[config.mk]
export PLATFORM = sky130hd
export DESIGN_NAME = audio_i2s_transmitter_flat
export DESIGN_NICKNAME = d
export VERILOG_FILES = /design/src/rtl/audio_i2s_transmitter_pkg.sv /design/src/rtl/audio_i2s_transmitter_if.sv /design/src/rtl/audio_i2s_transmitter_tick_divider.sv /design/src/rtl/audio_i2s_transmitter.sv /design/src/flat_wrapper.sv
export SDC_FILE = /design/constraint.sdc
export NUM_CORES = 1
export LEC_CHECK = 0
export ABC_AREA = 1
export ABC_CLOCK_PERIOD_IN_PS = 5000
export CAP_MARGIN = 20
export CORE_MARGIN = 2
export CORE_UTILIZATION = 56
export DETAILED_ROUTE_END_ITERATION = 10
export GPL_ROUTABILITY_DRIVEN = 0
export PLACE_DENSITY = 0.81
export SYNTH_ARGS = -nofsm -noshare
export SYNTH_HDL_FRONTEND = slang
export SYNTH_HIERARCHICAL = 1
export SYNTH_SLANG_ARGS = --single-unit
[constraint.sdc]
create_clock -name i_clock -period 5 [get_ports i_clock]
set_clock_uncertainty 0.1 [all_clocks]
set_input_delay 1 -clock i_clock [delete_from_list [all_inputs] [get_ports i_clock]]
set_output_delay 1 -clock i_clock [all_outputs]
set_load 0.01 [all_outputs]
[src/rtl/audio_i2s_transmitter_pkg.sv]
// Shared audio types and I2S frame geometry for the transmitter and the FIFO controller.
package audio_pkg;

  localparam int SLOT_BITS   = 32;
  localparam int FRAME_TICKS = 256;
  localparam int PHASE_W     = 8;

  typedef struct packed {
    logic [15:0] left;
    logic [15:0] right;
  } stereo_sample_t;

endpackage

[src/rtl/audio_i2s_transmitter_if.sv]
// Sample handshake with the FIFO controller plus the I2S pins.
// master = transmitter side, slave = controller/receiver side.
interface audio_i2s_transmitter_if;

  logic [15:0] i_sample_left;
  logic [15:0] i_sample_right;
  logic        o_sample_clock;
  logic        o_i2s_mclk;
  logic        o_i2s_bclk;
  logic        o_i2s_lrck;
  logic        o_i2s_sdata;

  modport master (
    input  i_sample_left, i_sample_right,
    output o_sample_clock, o_i2s_mclk, o_i2s_bclk, o_i2s_lrck, o_i2s_sdata
  );

  modport slave (
    output i_sample_left, i_sample_right,
    input  o_sample_clock, o_i2s_mclk, o_i2s_bclk, o_i2s_lrck, o_i2s_sdata
  );

endinterface

[src/rtl/audio_i2s_transmitter_tick_divider.sv]
// Prescaler producing one 256*fs tick every max(i_rate_div,1) clocks.
// The wrap compare is ">=" so shrinking the divisor below the running count
// forces an immediate wrap instead of running out to 2^32.
module audio_tick_divider (
  input  logic        i_clock,
  input  logic        i_reset,
  input  logic        i_enable,
  input  logic [31:0] i_rate_div,
  output logic        tick
);

  logic [31:0] pc;
  logic [31:0] div_m1;

  // Clamp 0 to 1 before subtracting so D-1 never underflows.
  always_comb begin
    div_m1 = (i_rate_div == 32'd0) ? 32'd0 : (i_rate_div - 32'd1);
  end

  assign tick = i_enable && (pc >= div_m1);

  // Count 0..D-1, wrap on tick, park at 0 while held or disabled.
  always_ff @(posedge i_clock) begin
    if (i_reset || !i_enable) begin
      pc <= 32'd0;
    end else if (tick) begin
      pc <= 32'd0;
    end else begin
      pc <= pc + 32'd1;
    end
  end

endmodule

[src/rtl/audio_i2s_transmitter.sv]
// I2S transmitter: phase counter driven by the tick divider, per-frame sample
// shadowing with a toggle handshake, and registered MCLK/BCLK/LRCK/SDATA.
module audio_i2s_transmitter
  import audio_pkg::*;
#(
  parameter int SAMPLE_BITS = 16
) (
  input  logic                    i_clock,
  input  logic                    i_reset,
  input  logic                    i_enable,
  input  logic [31:0]             i_rate_div,
  audio_i2s_transmitter_if.master bus
);

  logic               tick;
  logic [PHASE_W-1:0] phase;
  stereo_sample_t     shadow;
  logic [15:0]        word;
  logic [4:0]         bit_k;
  logic [3:0]         bit_idx;
  logic               bit_sel;
  logic               sample_clock_q;
  logic               mclk_q, bclk_q, lrck_q, sdata_q;

  audio_tick_divider u_div (
    .i_clock    (i_clock),
    .i_reset    (i_reset),
    .i_enable   (i_enable),
    .i_rate_div (i_rate_div),
    .tick       (tick)
  );

  // Slot bit k: bit 0 is the one-BCLK I2S delay, then MSB-first data, then zero padding.
  always_comb begin
    bit_k   = phase[6:2];
    word    = phase[7] ? shadow.right : shadow.left;
    bit_idx = 4'(SAMPLE_BITS - int'(bit_k));
    bit_sel = 1'b0;
    if (bit_k != 5'd0 && int'(bit_k) <= SAMPLE_BITS) begin
      bit_sel = word[bit_idx];
    end
  end

  // Phase advance, frame-start latch/handshake, and output registers (one cycle behind phase).
  always_ff @(posedge i_clock) begin
    if (i_reset) begin
      phase          <= '0;
      shadow         <= '0;
      sample_clock_q <= 1'b0;
      mclk_q         <= 1'b0;
      bclk_q         <= 1'b0;
      lrck_q         <= 1'b0;
      sdata_q        <= 1'b0;
    end else if (!i_enable) begin
      phase   <= '0;
      shadow  <= '0;
      mclk_q  <= 1'b0;
      bclk_q  <= 1'b0;
      lrck_q  <= 1'b0;
      sdata_q <= 1'b0;
    end else begin
      if (tick) begin
        phase <= phase + 8'd1;
        if (phase == 8'(FRAME_TICKS - 1)) begin
          shadow         <= '{left: bus.i_sample_left, right: bus.i_sample_right};
          sample_clock_q <= ~sample_clock_q;
        end
      end
      mclk_q  <= phase[0];
      bclk_q  <= phase[1];
      lrck_q  <= phase[7];
      sdata_q <= bit_sel;
    end
  end

  assign bus.o_sample_clock = sample_clock_q;
  assign bus.o_i2s_mclk     = mclk_q;
  assign bus.o_i2s_bclk     = bclk_q;
  assign bus.o_i2s_lrck     = lrck_q;
  assign bus.o_i2s_sdata    = sdata_q;

endmodule

[src/flat_wrapper.sv]
// flat-port wrapper written by rule: the top's interface ports become plain ports
module audio_i2s_transmitter_flat import audio_pkg::*;
#(
  parameter int SAMPLE_BITS = 16
)
  (i_clock, i_reset, i_enable, i_rate_div, bus_i_sample_left, bus_i_sample_right, bus_o_sample_clock, bus_o_i2s_mclk, bus_o_i2s_bclk, bus_o_i2s_lrck, bus_o_i2s_sdata);
  audio_i2s_transmitter_if bus_i ();
  input  logic i_clock;
  input  logic i_reset;
  input  logic i_enable;
  input  logic [31:0] i_rate_div;
  input wire logic [$bits(bus_i.i_sample_left)-1:0] bus_i_sample_left;
  input wire logic [$bits(bus_i.i_sample_right)-1:0] bus_i_sample_right;
  output wire logic [$bits(bus_i.o_sample_clock)-1:0] bus_o_sample_clock;
  output wire logic [$bits(bus_i.o_i2s_mclk)-1:0] bus_o_i2s_mclk;
  output wire logic [$bits(bus_i.o_i2s_bclk)-1:0] bus_o_i2s_bclk;
  output wire logic [$bits(bus_i.o_i2s_lrck)-1:0] bus_o_i2s_lrck;
  output wire logic [$bits(bus_i.o_i2s_sdata)-1:0] bus_o_i2s_sdata;
  assign bus_i.i_sample_left = bus_i_sample_left;
  assign bus_i.i_sample_right = bus_i_sample_right;
  assign bus_o_sample_clock = bus_i.o_sample_clock;
  assign bus_o_i2s_mclk = bus_i.o_i2s_mclk;
  assign bus_o_i2s_bclk = bus_i.o_i2s_bclk;
  assign bus_o_i2s_lrck = bus_i.o_i2s_lrck;
  assign bus_o_i2s_sdata = bus_i.o_i2s_sdata;
  audio_i2s_transmitter #(.SAMPLE_BITS(SAMPLE_BITS)) u_core (.i_clock(i_clock), .i_reset(i_reset), .i_enable(i_enable), .i_rate_div(i_rate_div), .bus(bus_i));
endmodule
* Word-level counts from Yosys, hierarchy flattened
Cells that the tools add are included.
W data, S select, Z words.
** Word-level totals
- Register bits after elaboration :: 77
- Bits in latches :: 0
- Bits in writable memories :: 0
- Memory bits (read-only) :: 0
- Input port bits :: 67
- Output and inout port bits :: 5
- Logic and storage cells :: 35
- Memories kept :: 0
** Operators by class
- Add/subtract/negate cells :: 4
- Multiply operators :: 0
- Divide/modulo/power cells :: 0
- Order comparisons :: 3
- Eq/ne operators :: 1
- Shift operators :: 0
- Muxes and demuxes :: 4
- Bitwise gates (word level) :: 3
- Reduce and logical (&&, ||, !) cells :: 11
** Operators by type and width (number)
- $add A32 B1 Y32 const B :: 1
- $ge A32 B32 Y1 :: 1
- $logic_not A32 Y1 :: 1
- $mux W32 :: 1
- $sub A32 B1 Y32 const B :: 1
- $mux W16 :: 1
- $add A8 B1 Y8 const B :: 1
- $eq A8 B8 Y1 const B :: 1
- $le A5 B5 Y1 const B :: 1
- $lt A4 B5 Y1 const B :: 1
- $reduce_bool A5 Y1 :: 1
- $bmux W1 S4 :: 1
- $reduce_or A2 Y1 :: 2
- $sub A1 B4 Y4 const A :: 1
- $not A1 Y1 :: 3
- $reduce_and A3 Y1 :: 1
- $reduce_or A3 Y1 :: 1
- $logic_and A1 B1 Y1 :: 2
- $reduce_and A2 Y1 :: 1
- $logic_not A1 Y1 :: 1
- $logic_or A1 B1 Y1 :: 1
- $mux W1 :: 1

* Longest topological paths before layout
- Word-level depth :: 5
- Gate-level depth with buffers :: 27
- Depth with buffers taken out :: 26

* Hierarchy
The synthesis kept the hierarchy.
** Modules (own cells, without submodules)
- audio_tick_divider :: instances 1, cells each 578, area an instance 3503.4 um2, sequential area each 640.6 um2
- audio_i2s_transmitter :: instances 1, cells each 279, area an instance 2005.7 um2, sequential area each 900.9 um2

* Worst setup path before layout
No wires, ideal clock.
- Kind :: input to register
- Start :: in i_rate_div[0]
- End :: reg u_core.phase[7]
- Library setup time :: 121 ps
- Data arrival time :: 3568 ps
- Required time :: 4779 ps
- Path slack :: 1211 ps
- Stages on the path :: 24
- Path buffers :: 0
- Cells stage by stage :: inv_1 -> ha_1 -> nand2_1 -> nor2_1 -> nand2_1 -> inv_1 -> or2_2 -> nand3_1 -> ha_1 -> nand2_1 -> nor2_1 -> nand2_1 -> nor2_1 -> nor2_1 -> nand2_1 -> nand2_1 -> a21oi_1 -> nand2_1 -> nor2_2 -> nand2_1 -> nor3_2 -> nand2_1 -> o21ai_1 -> a21oi_1
** Between the ends
- Cells in the longest elaborated chain, start to end :: 4
** RTL lines
- from (decl) :: RTL line flat_wrapper.sv:11 : input logic [31:0] i_rate_div;
- $sub A32 B1 Y32 or $logic_not A32 Y1 (tied branches) :: RTL line audio_i2s_transmitter_tick_divider.sv:17 : div_m1 = (i_rate_div == 32'd0) ? 32'd0 : (i_rate_div - 32'd1);
- $mux W32 * :: RTL line audio_i2s_transmitter_tick_divider.sv:17
- $ge A32 B32 Y1 * :: RTL line audio_i2s_transmitter_tick_divider.sv:20 : assign tick = i_enable && (pc >= div_m1);
- $logic_and A1 B1 Y1 * :: RTL line audio_i2s_transmitter_tick_divider.sv:20
- net u_core.tick :: RTL line audio_i2s_transmitter.sv:15 : logic tick;
- to (signal assigned) :: RTL line audio_i2s_transmitter.sv:63 : phase <= phase + 8'd1;
- to (decl) :: RTL line audio_i2s_transmitter.sv:16 : logic [PHASE_W-1:0] phase;
The timed path passes the listed nets; every way through them passes the cells marked *.
A chain may end at the register's enable or synchronous reset.

* Worst setup path after layout
Ends and elaborated chain as after synthesis.

==> reports/qor.yml <==
min_to: "u_core/shadow[23]"
dp_cells: 1046
first_pass_iters: 6
grt_max_degree: 62
cts_tree: "yes"
area_growth_pct: 18.6
power_mw: 1.24
rsz0062_at_grt: "no"
worstMarginPinSlew_ns: 0.766
stdcell_area_sq_um: 6530
die_w_microns: 103
antenna_found_initial: 0
slew_headroom_pct: 48.8
synth_top_area_share_pct: 28.0
post_cts_buffers: 0
hold_ws_ns: 0.357
hold_viol: 0
rows: 36
outcome: "completed"
cp_max_fo: 26
clk_latency_ns: 0.37
r2r-end: "u_core/phase[7]"
wl_per_cell_microns: 12.6
root_buffer: "clkbuf_8"
die-area_sq_um: 10600
synth.net_count: 962
cts_num_sinks: 77
reg2reg_slack_ns: 2.46
ys_seq_elements: 77
slew_violations: 0
core-area_sq_um: 9640
synth_cells: 857
final_cell_mix: "nand2_1 (191), nor2_1 (140), inv_1 (108)"
top_layer: "met4"
postCtsHoldBufs: 0
ir_drop_mv: 0.168
grt_pass1_wl_mm: 21.8
synth_edf_count: 0
layout.cells.non_filler: 1062
dr.first_iter.drc_count: 343
wl_met1_mm: 6.62
dpl-instance-area_sq_um: 6330
min_period_over_period_pct: 87.7
final_common_cell: "nand2_1"
drive_gt1_share_pct: 6.46
die_y_microns: 103
fin_nets: 1029
synth.yosys.seq_area_share_pct: 28.0
grt-ovfl-total: 0
fin_ws_ns: 0.614
r2r_start: "u_core/u_div/pc[0]"
clockBufferDepth: 2
synth-async-reset-ratio_pct: 0
reg2reg_depth: 18
min_path_type: "flip-flop to flip-flop"
grt_pass1_vias: 4783
io_pins: 72
synthFlopType: "dfxtp_1"
end_kind: "flip-flop"
cts_inserted_buffers: 9
worst-setup-path-type: "primary input to flip-flop"
p_per_area_nw_per_um2: 190
worstHoldStart: "u_core/shadow[23]"
vias_per_cell: 5.10
n_antenna_cell: 0
io_buffers: 71
arrival_ns: 4.53
initial_utilization_pct: 57.2
final.setup.tns_ns: 0
finalSetupViolCount: 0
dp_hpwl_mm: 10.6
period_needed_ns: 4.39
place_ws_ns: 0.294
synth.distinct_cells: 36
grtUsageTotal_pct: 26.2
route.detailed.drc: 0
clock.fmax_mhz: 228
maxCapViolCount: 0
worstSetupStartpointType: "primary input"
antenna_left: 0
syn_area_sq_um: 5510
yosysWarnings: 6
crit_required_ns: 5.14
met2WireLength_mm: 5.69
cts_resized: 0
htree_num_levels: 3
fin_util_pct: 67.8
hold_depth: 2
path_clk_slew_ns: 0.08
dr_wl_met3_microns: 784
vias: 5421
ys_top_cells_by_area: "dfxtp_1 (28%), nand2_1 (13%), nor2_1 (9.5%)"
p_leak_nw: 2.62
avgSynthCellArea_sq_um: 6.43
drt-total-wl_mm: 13.4
yosys.area.top_type: "dfxtp_1"
-- flip-flops by register name, indices dropped and copies added, names as in the netlist --
register,cells
u_core/shadow,32
u_core/bus.o_i2s_mclk,1
u_core/u_div/pc,32
u_core/bus.o_i2s_lrck,1
u_core/phase,8
u_core/bus.o_i2s_bclk,1
u_core/bus.o_sample_clock,1
u_core/bus.o_i2s_sdata,1
-- layout make-up --
| type | count | area [sq um] |
|---|---|---|
| multi-input combinational | 646 | 3430 |
| fill | 862 | 3110 |
| sequential | 77 | 1540 |
| timing repair buffer | 77 | 768 |
| inverter | 113 | 424 |
| tap | 133 | 166 |
| clock buffer | 9 | 124 |
| clock inverter | 7 | 82.6 |
-- power by group --
group	switching [mW]	total, mW	internal, mW	leakage, nW
clock network	0.248	0.485	0.237	0.0980
logic	0.0683	0.142	0.0742	1.90
registers	0.00136	0.615	0.613	0.620
total	0.318	1.24	0.924	2.62
-- cells in the mapped netlist (6+ instances only) --
master,count
xnor2_1,15
nor2_1,140
or2_2,10
o21ai_0,44
nand2_1,191
nor2_2,6
nand3_1,64
inv_1,108
dfxtp_1,77
nor3_1,12
buf_2,10
ha_1,38
nand4_1,14
xor2_1,21
a21oi_1,51
nor3_2,6
-- worst max-delay path by stage --
stage                                            to  depth (start not counted)           from
final                               u_core/phase[7]                         26  i_rate_div[0]
after global routing      u_core/bus.o_sample_clock                         25  i_rate_div[0]
after CTS                           u_core/phase[7]                         26  i_rate_div[0]
after detailed placement            u_core/phase[7]                         26  i_rate_div[0]
after global placement              u_core/phase[7]                         26  i_rate_div[0]
after floorplan                     u_core/phase[7]                         24  i_rate_div[0]
-- worst max-delay path, cell delays in order --
cell and delay, ns:
clkdlybuf4s50_1 0.47, inv_1 0.09, ha_1 0.20, inv_1 0.12, nor3_1 0.07, nand2_1 0.07
nor2_2 0.07, inv_2 0.33, nand3_1 0.19, ha_1 0.34, nand2_1 0.07, nor2_1 0.11
nand2_1 0.07, nor2_1 0.10, nor2_1 0.05, nand2_1 0.07, nand2_1 0.08, a21oi_1 0.17
buf_4 0.15, nand2_1 0.07, nor2_2 0.12, nand2_1 0.09, nor3_2 0.13, nand2_1 0.09
o21ai_1 0.13, a21oi_1 0.05
-- per-layer routing --
metal,up-vias,track usage [%]
met1,2350,37.0
met2,157,40.5
met3,24,4.23
li1,2890,-
met4,0,9.72
met5,-,0
-- logic make-up (layout without fill, tap and decap cells) --
logic type / after synthesis / in the layout / synth area share (%)
AND/OR/NAND/NOR: 464 / 464 / 37.5
adder cells (fa/ha/maj): 38 / 38 / 8.63
flip-flops: 77 / 77 / 28.0
XOR/XNOR: 36 / 36 / 5.72
buffers and inverters: 134 / 206 / 9.83
AO/OA/AOI/OAI: 108 / 108 / 10.3
No activity file was read; power rests on OpenSTA's default activity.
